<file path="config.mk">
export PLATFORM = sky130hd
export DESIGN_NAME = regfile_streamer
export DESIGN_NICKNAME = d
export VERILOG_FILES = /design/src/rtl/regfile_streamer.sv
export SDC_FILE = /design/constraint.sdc
export NUM_CORES = 1
export LEC_CHECK = 0
export ABC_AREA = 1
export BUFFER_PORTS_ARGS = -buffer_cell sky130_fd_sc_hd__buf_4
export CAP_MARGIN = 20
export CORE_MARGIN = 2
export CORE_UTILIZATION = 35
export DETAILED_ROUTE_END_ITERATION = 12
export GPL_ROUTABILITY_DRIVEN = 0
export PLACE_DENSITY = 0.62
export SETUP_SLACK_MARGIN = 0.4
export SYNTH_ARGS = -nofsm -noshare
export SYNTH_HDL_FRONTEND = slang
export SYNTH_SLANG_ARGS = --single-unit
</file>
<file path="constraint.sdc">
create_clock -name clk -period 3.72 [get_ports clk]
set_clock_uncertainty 0.1 [all_clocks]
set_input_delay 0.558 -clock clk [delete_from_list [all_inputs] [get_ports clk]]
set_output_delay 0.558 -clock clk [all_outputs]
set_load 0.05 [all_outputs]
</file>
<file path="src/rtl/regfile_streamer.sv">
// Reader-side sequencer: sweeps a contiguous regfile address range through one read port
// and emits each word on a valid/ready stream, flagging the final word with out_last.
module regfile_streamer #(
  parameter int DATA_WIDTH = 16,
  parameter int ADDR_WIDTH = 5,
  parameter int CNT_WIDTH  = ADDR_WIDTH + 1
) (
  input  logic                  clk,
  input  logic                  rst,
  input  logic                  start,
  input  logic [ADDR_WIDTH-1:0] base_addr,
  input  logic [CNT_WIDTH-1:0]  count,
  input  logic                  abort,
  output logic [ADDR_WIDTH-1:0] rf_read_addr,
  input  logic [DATA_WIDTH-1:0] rf_read_data,
  output logic [DATA_WIDTH-1:0] out_data,
  output logic                  out_valid,
  input  logic                  out_ready,
  output logic                  out_last,
  output logic                  busy,
  output logic                  done
);

  localparam logic [1:0] IDLE  = 2'd0;
  localparam logic [1:0] FETCH = 2'd1;
  localparam logic [1:0] OUT   = 2'd2;
  localparam logic [1:0] FIN   = 2'd3;

  localparam logic [CNT_WIDTH-1:0]  CntOne  = {{(CNT_WIDTH-1){1'b0}}, 1'b1};
  localparam logic [ADDR_WIDTH-1:0] AddrOne = {{(ADDR_WIDTH-1){1'b0}}, 1'b1};

  logic [1:0]            r_state;
  logic [ADDR_WIDTH-1:0] r_rf_read_addr;
  logic [CNT_WIDTH-1:0]  r_remaining;
  logic [DATA_WIDTH-1:0] r_out_data;
  logic                  r_out_valid;
  logic                  r_out_last;
  logic                  w_last_word;
  logic                  w_xfer;

  assign w_last_word = (r_remaining == CntOne);
  assign w_xfer      = r_out_valid && out_ready;

  always_ff @(posedge clk or posedge rst) begin
    if (rst) begin
      r_state        <= IDLE;
      r_rf_read_addr <= '0;
      r_remaining    <= '0;
      r_out_data     <= '0;
      r_out_valid    <= 1'b0;
      r_out_last     <= 1'b0;
    end else if (abort && (r_state != IDLE)) begin
      // A transfer coinciding with abort has already completed at the sink.
      r_state     <= IDLE;
      r_out_valid <= 1'b0;
      r_out_last  <= 1'b0;
    end else begin
      case (r_state)
        IDLE: begin
          if (start) begin
            if (count != '0) begin
              r_rf_read_addr <= base_addr;
              r_remaining    <= count;
              r_state        <= FETCH;
            end else begin
              r_state <= FIN;
            end
          end
        end
        FETCH: begin
          r_out_data  <= rf_read_data;
          r_out_valid <= 1'b1;
          r_out_last  <= w_last_word;
          r_state     <= OUT;
        end
        OUT: begin
          if (w_xfer) begin
            r_out_valid <= 1'b0;
            r_out_last  <= 1'b0;
            if (w_last_word) begin
              r_state <= FIN;
            end else begin
              r_remaining    <= r_remaining - CntOne;
              r_rf_read_addr <= r_rf_read_addr + AddrOne;
              r_state        <= FETCH;
            end
          end
        end
        FIN: begin
          r_state <= IDLE;
        end
        default: begin
          r_state <= IDLE;
        end
      endcase
    end
  end

  assign rf_read_addr = r_rf_read_addr;
  assign out_data     = r_out_data;
  assign out_valid    = r_out_valid;
  assign out_last     = r_out_last;
  assign busy         = (r_state != IDLE);
  assign done         = (r_state == FIN);

endmodule

</file>
==> results.cfg, run 1 <==
[setup_path]
crit_required_ps = 3060
endpoint_kind = output pin
cpPeakStageDelay_ps = 490
path_cells = inv_2 -> nand2_1 -> buf_4
crit_path_max_fanout = 6
critPathArrivalTime_ps = 1240
startpoint_type = register
critPathKind = register to output pin
cpMaxStageDelayCell = dfrtp_1

[drt]
totalWireLength_um = 3765
num_vias = 1518
vias_per_cell = 4.559
wire_per_inst_um = 11.31
drt_iter0_drc = 65
ant_nets = 0
first_pass_iters = 4
drcViolationCount = 0

[timing]
slew_viol_final = 0
slew-limit-headroom = 0.6820
setup_violations = 0
layout_worst_path_cycle_share = 0.5111
tightest_slew_ps = 476.5
timing.final.crit_period_ps = 1901
max_freq_mhz = 525.9
hold_viol = 0
setup-tns-final_ps = 0
grt_setup_unrepaired = false

[die]
initial_core_util = 0.3578
pin_count = 57
core-area_um2 = 4629
die_w_um = 72.80
die_h_um = 72.80
fp.dieArea_um2 = 5299
rows = 25

[synthesis]
syn_inst = 218
synth_seq_cells = 31
syn_area_um2 = 1657
ys_seq_area_frac = 0.4683
synthDistinctLibCells = 23
yosysWarnings = 0
synth_top_family_by_area = simple AND/OR/NAND/NOR gates
synth_xor_area_frac = 0.005287
synth_compound_gate_area_share = 0.04230
synth_mux_area_frac = 0
synth_fa_ha_area_frac = 0.02266
synth-simple-area-share = 0.4086
syn_area_per_cell_um2 = 7.599
synthesis.nets = 253

[power]
powerDensity_nw_per_um2 = 940.1
ir_worst_vdd_mv = 0.4498
power.leakage_nw = 1.268
power_w = 0.002098

[clock_network]
htreeDepth = 2
clk_pin_slew_ps = 60
ctsResizeCount = 0
cts_tree = yes
ctsHoldBuffers = 0
cts_buffers = 5
cts-root-buf = clkbuf_8
cts.sinks = 31
post-cts-setup-buffers = 0
cts_buffer_depth = 2
clk_latency_ps = 280

[place]
placed_cell_area_um2 = 2117
io_buffers = 56
dp.final_hpwl_um = 2824
dp.cells = 325

[global_routing]
track_usage = 0.1508
grt-ovfl-total = 0
grt_pass1_vias = 1402
antenna_found_initial = 0
grt_pass1_wl_um = 6141
grt_max_degree = 26

[layout]
drive_above_1_share = 0.2867
utilization = 0.4822
final_nets = 314
final_cells = 333
stdcell_area_um2 = 2232
syn_to_final_growth_pct = 34.74
antenna_cells = 0

[job]
drv_cap = 0

[hold_path]
worstHoldPathType = input pin to async pin

[status]
status = completed
[flip-flops by register name, summed over array words and instances (netlist names)]
register and count:
out_last 1, out_data 16, rf_read_addr 5, r_state 2, r_remaining 6, out_valid 1
[cells in the mapped netlist]
master    count  share of area
nand2_1     112           0.25
dfrtp_1      31           0.47
nand3_1      16          0.048
inv_1        10          0.023
nor2_1        9          0.020
o21ai_0       8          0.024
inv_2         4         0.0091
a21oi_1       3         0.0091
ha_1          3          0.023
nand3_2       3          0.018
nor2_4        3          0.020
buf_6         2          0.014
nand3b_1      2         0.0091
nand4_1       2         0.0076
o21bai_1      2         0.0091
buf_2         1         0.0030
buf_4         1         0.0045
nand2_2       1         0.0038
nand4_2       1         0.0076
nor2_2        1         0.0038
nor2_8        1          0.012
or2_2         1         0.0038
xnor2_1       1         0.0053
[path summary, 6_finish.rpt]
path,start,cells past startpoint,to,slack [ps]
worst max register to register,r_state[0],6,out_last,1980
worst min register to register,out_data[5],2,out_data[5],370
max in group asynchronous,rst,4,out_data[0],2720
min in group clk,out_data[5],2,out_data[5],370
worst min-delay path,rst,2,r_remaining[2],200
worst max-delay path,r_state[0],3,busy,1820
[logic make-up after synthesis]
family                   Yosys count
AO/OA/AOI/OAI                     13
XOR/XNOR                           1
adder cells (fa/ha/maj)            3
buffers and inverters             18
flip-flops                        31
AND/OR/NAND/NOR                  152
[per-layer routing]
layer	wire length (um)	global-route usage	vias up
li1	-	-	805
met1	1825	0.1988	661
met2	1614	0.2242	48
met3	271	0.05525	4
met4	55	0.06173	0
met5	0	0	-
[critical path, delay by kind of cell (launching register included)]
family / cells / cell delay (ps)
flops: 1 / 490
buf+inv: 2 / 340
simple gates: 1 / 140
[layout by cell type, fill, tap and decap left out]
cell type and n:
or2_2 1, nor2_8 1, nand3_1 16, o21ai_0 8, clkinv_2 1, a21oi_1 3
nor2_2 1, inv_2 4, ha_1 3, xnor2_1 1, buf_4 57, clkbuf_8 6
inv_1 10, nand2_1 112, nand3b_1 2, buf_16 1, dfrtp_1 31, nor2_1 9
nand2_2 1, nand4_2 1, nand4_1 2, nor2_4 3, nand3_2 3, o21bai_1 2
[per-stage QoR]
stage	worst slack [ps]	hold WS [ps]
floorplan	1931	364.0
global placement	1952	358.9
detailed placement	1904	361.7
CTS	1791	362.0
global route	1745	227.7
finish	1819	195.1
[cell type report]
cell class	instances	area, um2
Clock buffer	6	82.58
Clock inverter	1	5.005
Fill cell	502	2397
Inverter	14	52.55
Multi-Input combinational cell	169	793.3
Sequential cell	31	775.7
Tap cell	54	67.56
Timing Repair Buffer	58	455.4
[report_power, final]
group | internal, W | leakage [nW] | switching, W
Sequential | 0.000491 | 0.390 | 0.000133
Combinational | 0.000375 | 0.831 | 0.000838
Clock | 0.000145 | 0.0470 | 0.000117
Total | 0.00101 | 1.27 | 0.00109
Note: power is estimated with default switching activity, not from simulation.
==> run 2: changes to the inputs <==
--- a/config.mk
+++ b/config.mk
@@ -5,14 +5,14 @@
 export SDC_FILE = /design/constraint.sdc
 export NUM_CORES = 1
 export LEC_CHECK = 0
-export ABC_AREA = 1
+export ABC_AREA = 0
 export BUFFER_PORTS_ARGS = -buffer_cell sky130_fd_sc_hd__buf_4
 export CAP_MARGIN = 20
 export CORE_MARGIN = 2
 export CORE_UTILIZATION = 35
 export DETAILED_ROUTE_END_ITERATION = 12
 export GPL_ROUTABILITY_DRIVEN = 0
-export PLACE_DENSITY = 0.62
+export PLACE_DENSITY = 0.63
 export SETUP_SLACK_MARGIN = 0.4
 export SYNTH_ARGS = -nofsm -noshare
 export SYNTH_HDL_FRONTEND = slang
==> constraint.sdc (replaced) <==
create_clock -name clk -period 1.87 [get_ports clk]
set_clock_uncertainty 0.1 [all_clocks]
set_input_delay 0.2805 -clock clk [delete_from_list [all_inputs] [get_ports clk]]
set_output_delay 0.2805 -clock clk [all_outputs]
set_load 0.05 [all_outputs]
==> run 2 against run 1 <==
Flip-flop and latch count is the same; critical path depth rose by 3; setup slack worse by 1800 ps; utilization grew 12 points; wire length grew 24%; sequential power increased by 94%; worst hold slack got worse by 74 ps; power is 100% higher; largest power group unchanged.
==> results.cfg, run 2 <==
[clock_network]
cts.sinks = 31
cts_buffers = 5
cts_buffer_depth = 2
htreeDepth = 2
cts_tree = yes
clk_latency_ps = 290
cts-root-buf = clkbuf_8
clk_pin_slew_ps = 70

[synthesis]
synth-edff-count = 0
yosysWarnings = 0
synth-async-reset-ratio = 1.000
synthDistinctLibCells = 38
yosys-top-cells-count = 31 x dfrtp_1, 17 x mux2_2, 11 x a21oi_1, 10 x nand2_1
synth_most_common_cell = dfrtp_1
ys_seq_area_frac = 0.4905
yosysTopAreaCellShare = 0.4905
syn_area_per_cell_um2 = 10.91
synthesis.nets = 180
syn_inst = 145
yosys-top-cells-area = dfrtp_1 49%, mux2_2 12%, o2bb2ai_1 3.9%
synth_seq_cells = 31
synth_top_cell_by_area = dfrtp_1
syn_area_um2 = 1582
ys.flop_type = dfrtp_1

[layout]
stdcell_area_um2 = 2641
filler_cell_count = 333
mostFrequentLayoutCells = 73 x buf_4, 28 x dfrtp_1, 17 x mux2_4
antenna_cells = 0
mostFrequentLayoutCell = buf_4
largest_reg_flops = 16
final_nets = 265
drive_above_1_share = 0.5931
syn_to_final_growth_pct = 67.01

[power]
switching_share = 0.4418
p_int_w = 0.002395
seq_power_share = 0.283
power.leakage_nw = 1.228
p_sw_w = 0.001895
ir_worst_vdd_mv = 0.8823
pwr-share-clk = 0.161
pwr-share-comb = 0.556
powerDensity_nw_per_um2 = 1624

[global_routing]
antenna_found_initial = 0
grt-ovfl-total = 0
track_usage = 0.1807
grt_max_degree = 32
grt_pass1_wl_um = 7320
grt_pass1_vias = 1509

[place]
io_buffers = 56
dp.final_hpwl_um = 3088
placed_cell_area_um2 = 2241
post-place-ws_ps = -7.315

[status]
status = completed

[timing]
setup_violations = 0
grt_setup_unrepaired = true
fin_ws_ps = 43.47
tightest_slew_ps = 414.1
slew_viol_final = 0
slew-limit-headroom = 0.7239
hold_viol = 0
layout_worst_path_cycle_share = 0.9768
max_freq_mhz = 547.5
timing.final.crit_period_ps = 1827
setup-tns-final_ps = 0

[setup_path]
critPathKind = register to register
worstReg2RegStart = r_remaining[1]
rr_worst_depth = 6
startpoint_type = register
startpoint = r_remaining[1]
crit_path_max_fanout = 4
crit_required_ps = 1940
endpoint_kind = register
critPathArrivalTime_ps = 1900

[job]
drv_cap = 0

[hold_path]
min_from = rf_read_data[1]
hold-path-cell-count = 2
worstHoldPathType = input pin to register

[drt]
vias_per_cell = 5.332
drt_iter0_drc = 85
wire_per_inst_um = 16.54
totalWireLength_um = 4682
ant_nets = 0
first_pass_iters = 4
num_vias = 1509
drcViolationCount = 0

[die]
fp.dieArea_um2 = 5072
rows = 24
die_h_um = 71.22
die_w_um = 71.22
pin_count = 57
initial_core_util = 0.3632
core-area_um2 = 4354
## run 2: cell types whose count changed after synthesis, moves of 6 or more
cell / change
nand2_1: -102
mux2_2: +17
nand3_1: -13
a21oi_1: +8
o2bb2ai_1: +7
o21ai_0: -6
## run 2: final cells by class
type | count | area [um2] | area share
sequential | 31 | 779.5 | 0.2951
clock buffer | 6 | 82.58 | 0.03126
inverter | 7 | 26.28 | 0.009948
tap | 52 | 65.06 | 0.02463
multi-input combinational | 98 | 923.4 | 0.3496
clock inverter | 2 | 35.03 | 0.01326
timing repair buffer | 87 | 729.5 | 0.2762
## run 2: cells by family after synthesis
logic type,after synthesis,share of synthesized area
AOI/OAI and AO/OA,34,0.1567
and+or+nand+nor,43,0.1559
adders and majority gates,3,0.02374
DFF,31,0.4905
muxes,18,0.1274
buffers and inverters,16,0.04589
## run 2: worst paths after layout
| check | endpoint | slack [ps] |
|---|---|---|
| setup / recovery | rf_read_addr[1] | 40 |
| hold / removal | out_data[1] | 120 |
| setup reg to reg | rf_read_addr[1] | 40 |
| hold reg to reg | out_data[2] | 410 |
| max in group asynchronous | out_valid | 800 |
| min in group asynchronous | out_data[12] | 540 |
## run 2: metal layers
layer  GRT usage  share of wire  vias up
li1            -              -      707
met1      0.2190           0.41      753
met2      0.3107           0.53       43
met3     0.04360          0.047        6
met4     0.06918          0.014        0
met5           0              0        -
## run 2: stage by stage
stage / hold slack (ps) / util / power, W / cells
6_report: 121.5 / 0.6066 / 0.004290 / 283
4_1_cts: 113.7 / 0.5707 / 0.004078 / 276
2_1_floorplan: 265.9 / - / 0.002614 / 145
5_1_grt: 114.8 / 0.6066 / 0.004507 / 283
3_5_place_dp: 297.3 / 0.5147 / 0.003279 / 258
3_3_place_gp: 291.2 / 0.5147 / 0.003227 / 258
## run 2: power by group through the flow
| stage | combinational, W | clock, W | sequential, W |
|---|---|---|---|
| 2_1_floorplan | 0.000682 | 0 | 0.00193 |
| 6_report | 0.00238 | 0.000692 | 0.00121 |
| 5_1_grt | 0.00251 | 0.000735 | 0.00126 |
| 3_5_place_dp | 0.00208 | 0 | 0.00120 |
| 3_3_place_gp | 0.00205 | 0 | 0.00118 |
| 4_1_cts | 0.00218 | 0.000707 | 0.00119 |
## run 2: worst max-delay path, cell delays in order, from the launching register on
cell,delay (ps)
dfrtp_1,400
inv_2,100
ha_4,150
nand2b_4,60
or4_4,460
nand3_4,140
mux2_4,300
## run 2: timing repair
item | CTS | global route
endpoints found under the setup margin | 31 | 31
hold buffers | 1 | 0
resized for setup | 9 | 24
hold endpoints to repair | 31 | 0
pin swaps | 4 | 5
cloned | 1 | 0
setup buffers | 8 | 7
==> run 3: changes to the inputs <==
--- a/config.mk
+++ b/config.mk
@@ -13,6 +13,7 @@
 export DETAILED_ROUTE_END_ITERATION = 12
 export GPL_ROUTABILITY_DRIVEN = 0
 export PLACE_DENSITY = 0.63
+export REMOVE_ABC_BUFFERS = 1
 export SETUP_SLACK_MARGIN = 0.4
 export SYNTH_ARGS = -nofsm -noshare
 export SYNTH_HDL_FRONTEND = slang
==> run 3 against run 2 <==
Combinational power shrank 11%; sequential power is essentially flat; wire length shrank 12%; final cell count shrank 4.2%; non-clock buffer count shrank 12; fmax grew 1.0%; die area is the same; register-to-register slack gained 20 ps; worst hold slack gained 7.5 ps; setup slack gained 19 ps; critical endpoint is now r_remaining[0]; largest cell class unchanged; largest power group unchanged.
==> results.cfg, run 3 (synthesized netlist as in run 2, its figures left out) <==
[global_routing]
antenna_found_initial = 0
grt_pass1_vias = 1368
grt-ovfl-total = 0
track_usage = 0.1554
grt_max_degree = 32
grt_pass1_wl_um = 6341

[setup_path]
path_cells = or2_1 -> or4_4 -> buf_6 -> a41o_1 -> o31ai_1
critPathKind = register to register
critPathArrivalTime_ps = 1880
startpoint_type = register
cpMaxStageDelayCell = or4_4
cpPeakStageDelay_ps = 520
endpoint_kind = register
crit_required_ps = 1950
crit_path_max_fanout = 10

[power]
p_sw_w = 0.001791
pwr-share-clk = 0.170
powerDensity_nw_per_um2 = 1666
seq_power_share = 0.301
switching_share = 0.4482
power_w = 0.003995
p_int_w = 0.002204
pwr-share-comb = 0.529
power.leakage_nw = 1.089
ir_worst_vdd_mv = 1.043

[clock_network]
clk_pin_slew_ps = 70
cts_buffer_depth = 2
htreeDepth = 2
cts_buffers = 5
cts_tree = yes
clk_latency_ps = 280
cts.sinks = 31
cts-root-buf = clkbuf_8

[layout]
utilization = 0.5506
final_nets = 253
mostFrequentLayoutCells = 65 x buf_4, 29 x dfrtp_1, 16 x mux2_2
multiInputGateArea_um2 = 810.8
mostFrequentLayoutCell = buf_4
largest_reg_flops = 16
antenna_cells = 0
drive_above_1_share = 0.5251
filler_cell_count = 383
final_cells = 271
final-seq-area_um2 = 778.2
syn_to_final_growth_pct = 51.58

[die]
rows = 24
initial_core_util = 0.3632
pin_count = 57
die_w_um = 71.22
fp.dieArea_um2 = 5072
die_h_um = 71.22
core-area_um2 = 4354

[drt]
totalWireLength_um = 4110
num_vias = 1423
drt_iter0_drc = 71
ant_nets = 0
first_pass_iters = 4
drcViolationCount = 0
wire_per_inst_um = 15.17
vias_per_cell = 5.251

[job]
drv_cap = 0

[timing]
slew-limit-headroom = 0.7315
tightest_slew_ps = 402.8
setup_violations = 0
timing.final.crit_period_ps = 1808
fin_ws_ps = 62.18
layout_worst_path_cycle_share = 0.9667
grt_setup_unrepaired = true
hold_viol = 0
slew_viol_final = 0
max_freq_mhz = 553.2
setup-tns-final_ps = 0

[place]
dp.cells = 255
post-place-ws_ps = 83.19
io_buffers = 56
dp.final_hpwl_um = 2839

[hold_path]
worstHoldPathType = input pin to register

[status]
status = completed
==> run 3: cell count changes in the layout (fill, tap and decap cells not counted), sizes merged <==
cell,change
buf,-13
clkbuf,+1
==> run 3: worst paths after layout <==
check,startpoint,endpoint,slack (ps),cells past startpoint
worst max-delay path,r_remaining[3],r_remaining[0],60,5
worst min-delay path,abort,out_last,130,2
worst max register to register,r_remaining[3],r_remaining[0],60,5
worst min register to register,out_data[5],out_data[5],410,1
max in group asynchronous,rst,r_state[1],800,4
min in group asynchronous,rst,out_data[11],550,4
==> run 3: critical path: cells and delay by family, from the launching register on <==
family,cells,cell delay [ps]
flip-flops,1,380
AND/OR/NAND/NOR,2,770
buffers and inverters,1,170
AO/OA/AOI/OAI,2,280
==> run 3: layer usage <==
layer	up-vias	track usage	wire length [um]
li1	679	-	-
met3	5	0.03797	191
met5	-	0	0
met1	697	0.1908	1753
met2	42	0.2716	2124
met4	0	0.04403	41
==> run 3: repair_timing <==
action	CTS	global route
pin swaps	0	4
setup endpoints to repair	31	31
setup buffers	1	5
cloned	0	1
hold buffers	1	0
gates resized for setup	8	22
hold endpoints to repair	7	0
==> run 3: final cells by class <==
class                           count  area share
Tap cell                           52     0.02714
Clock inverter                      2     0.01461
Timing Repair Buffer               75      0.2500
Clock buffer                        6     0.03445
Sequential cell                    31      0.3246
Multi-Input combinational cell     98      0.3382
Inverter                            7     0.01096
==> run 3: power groups by stage <==
stage | registers (W) | logic (W) | clock network, W
after global routing | 0.00125 | 0.00223 | 0.000721
after floorplan | 0.00192 | 0.000552 | 0
after CTS | 0.00118 | 0.00199 | 0.000701
final | 0.00120 | 0.00211 | 0.000678
after detailed placement | 0.00119 | 0.00194 | 0
after global placement | 0.00117 | 0.00193 | 0
==> run 3: metrics by stage <==
step | instance area [um2] | hold WS, ps
after floorplan | 1535 | 269.6
after global placement | 2103 | 287.1
after detailed placement | 2103 | 302.4
after CTS | 2263 | 100.9
after global routing | 2397 | 124.0
final | 2397 | 129.0
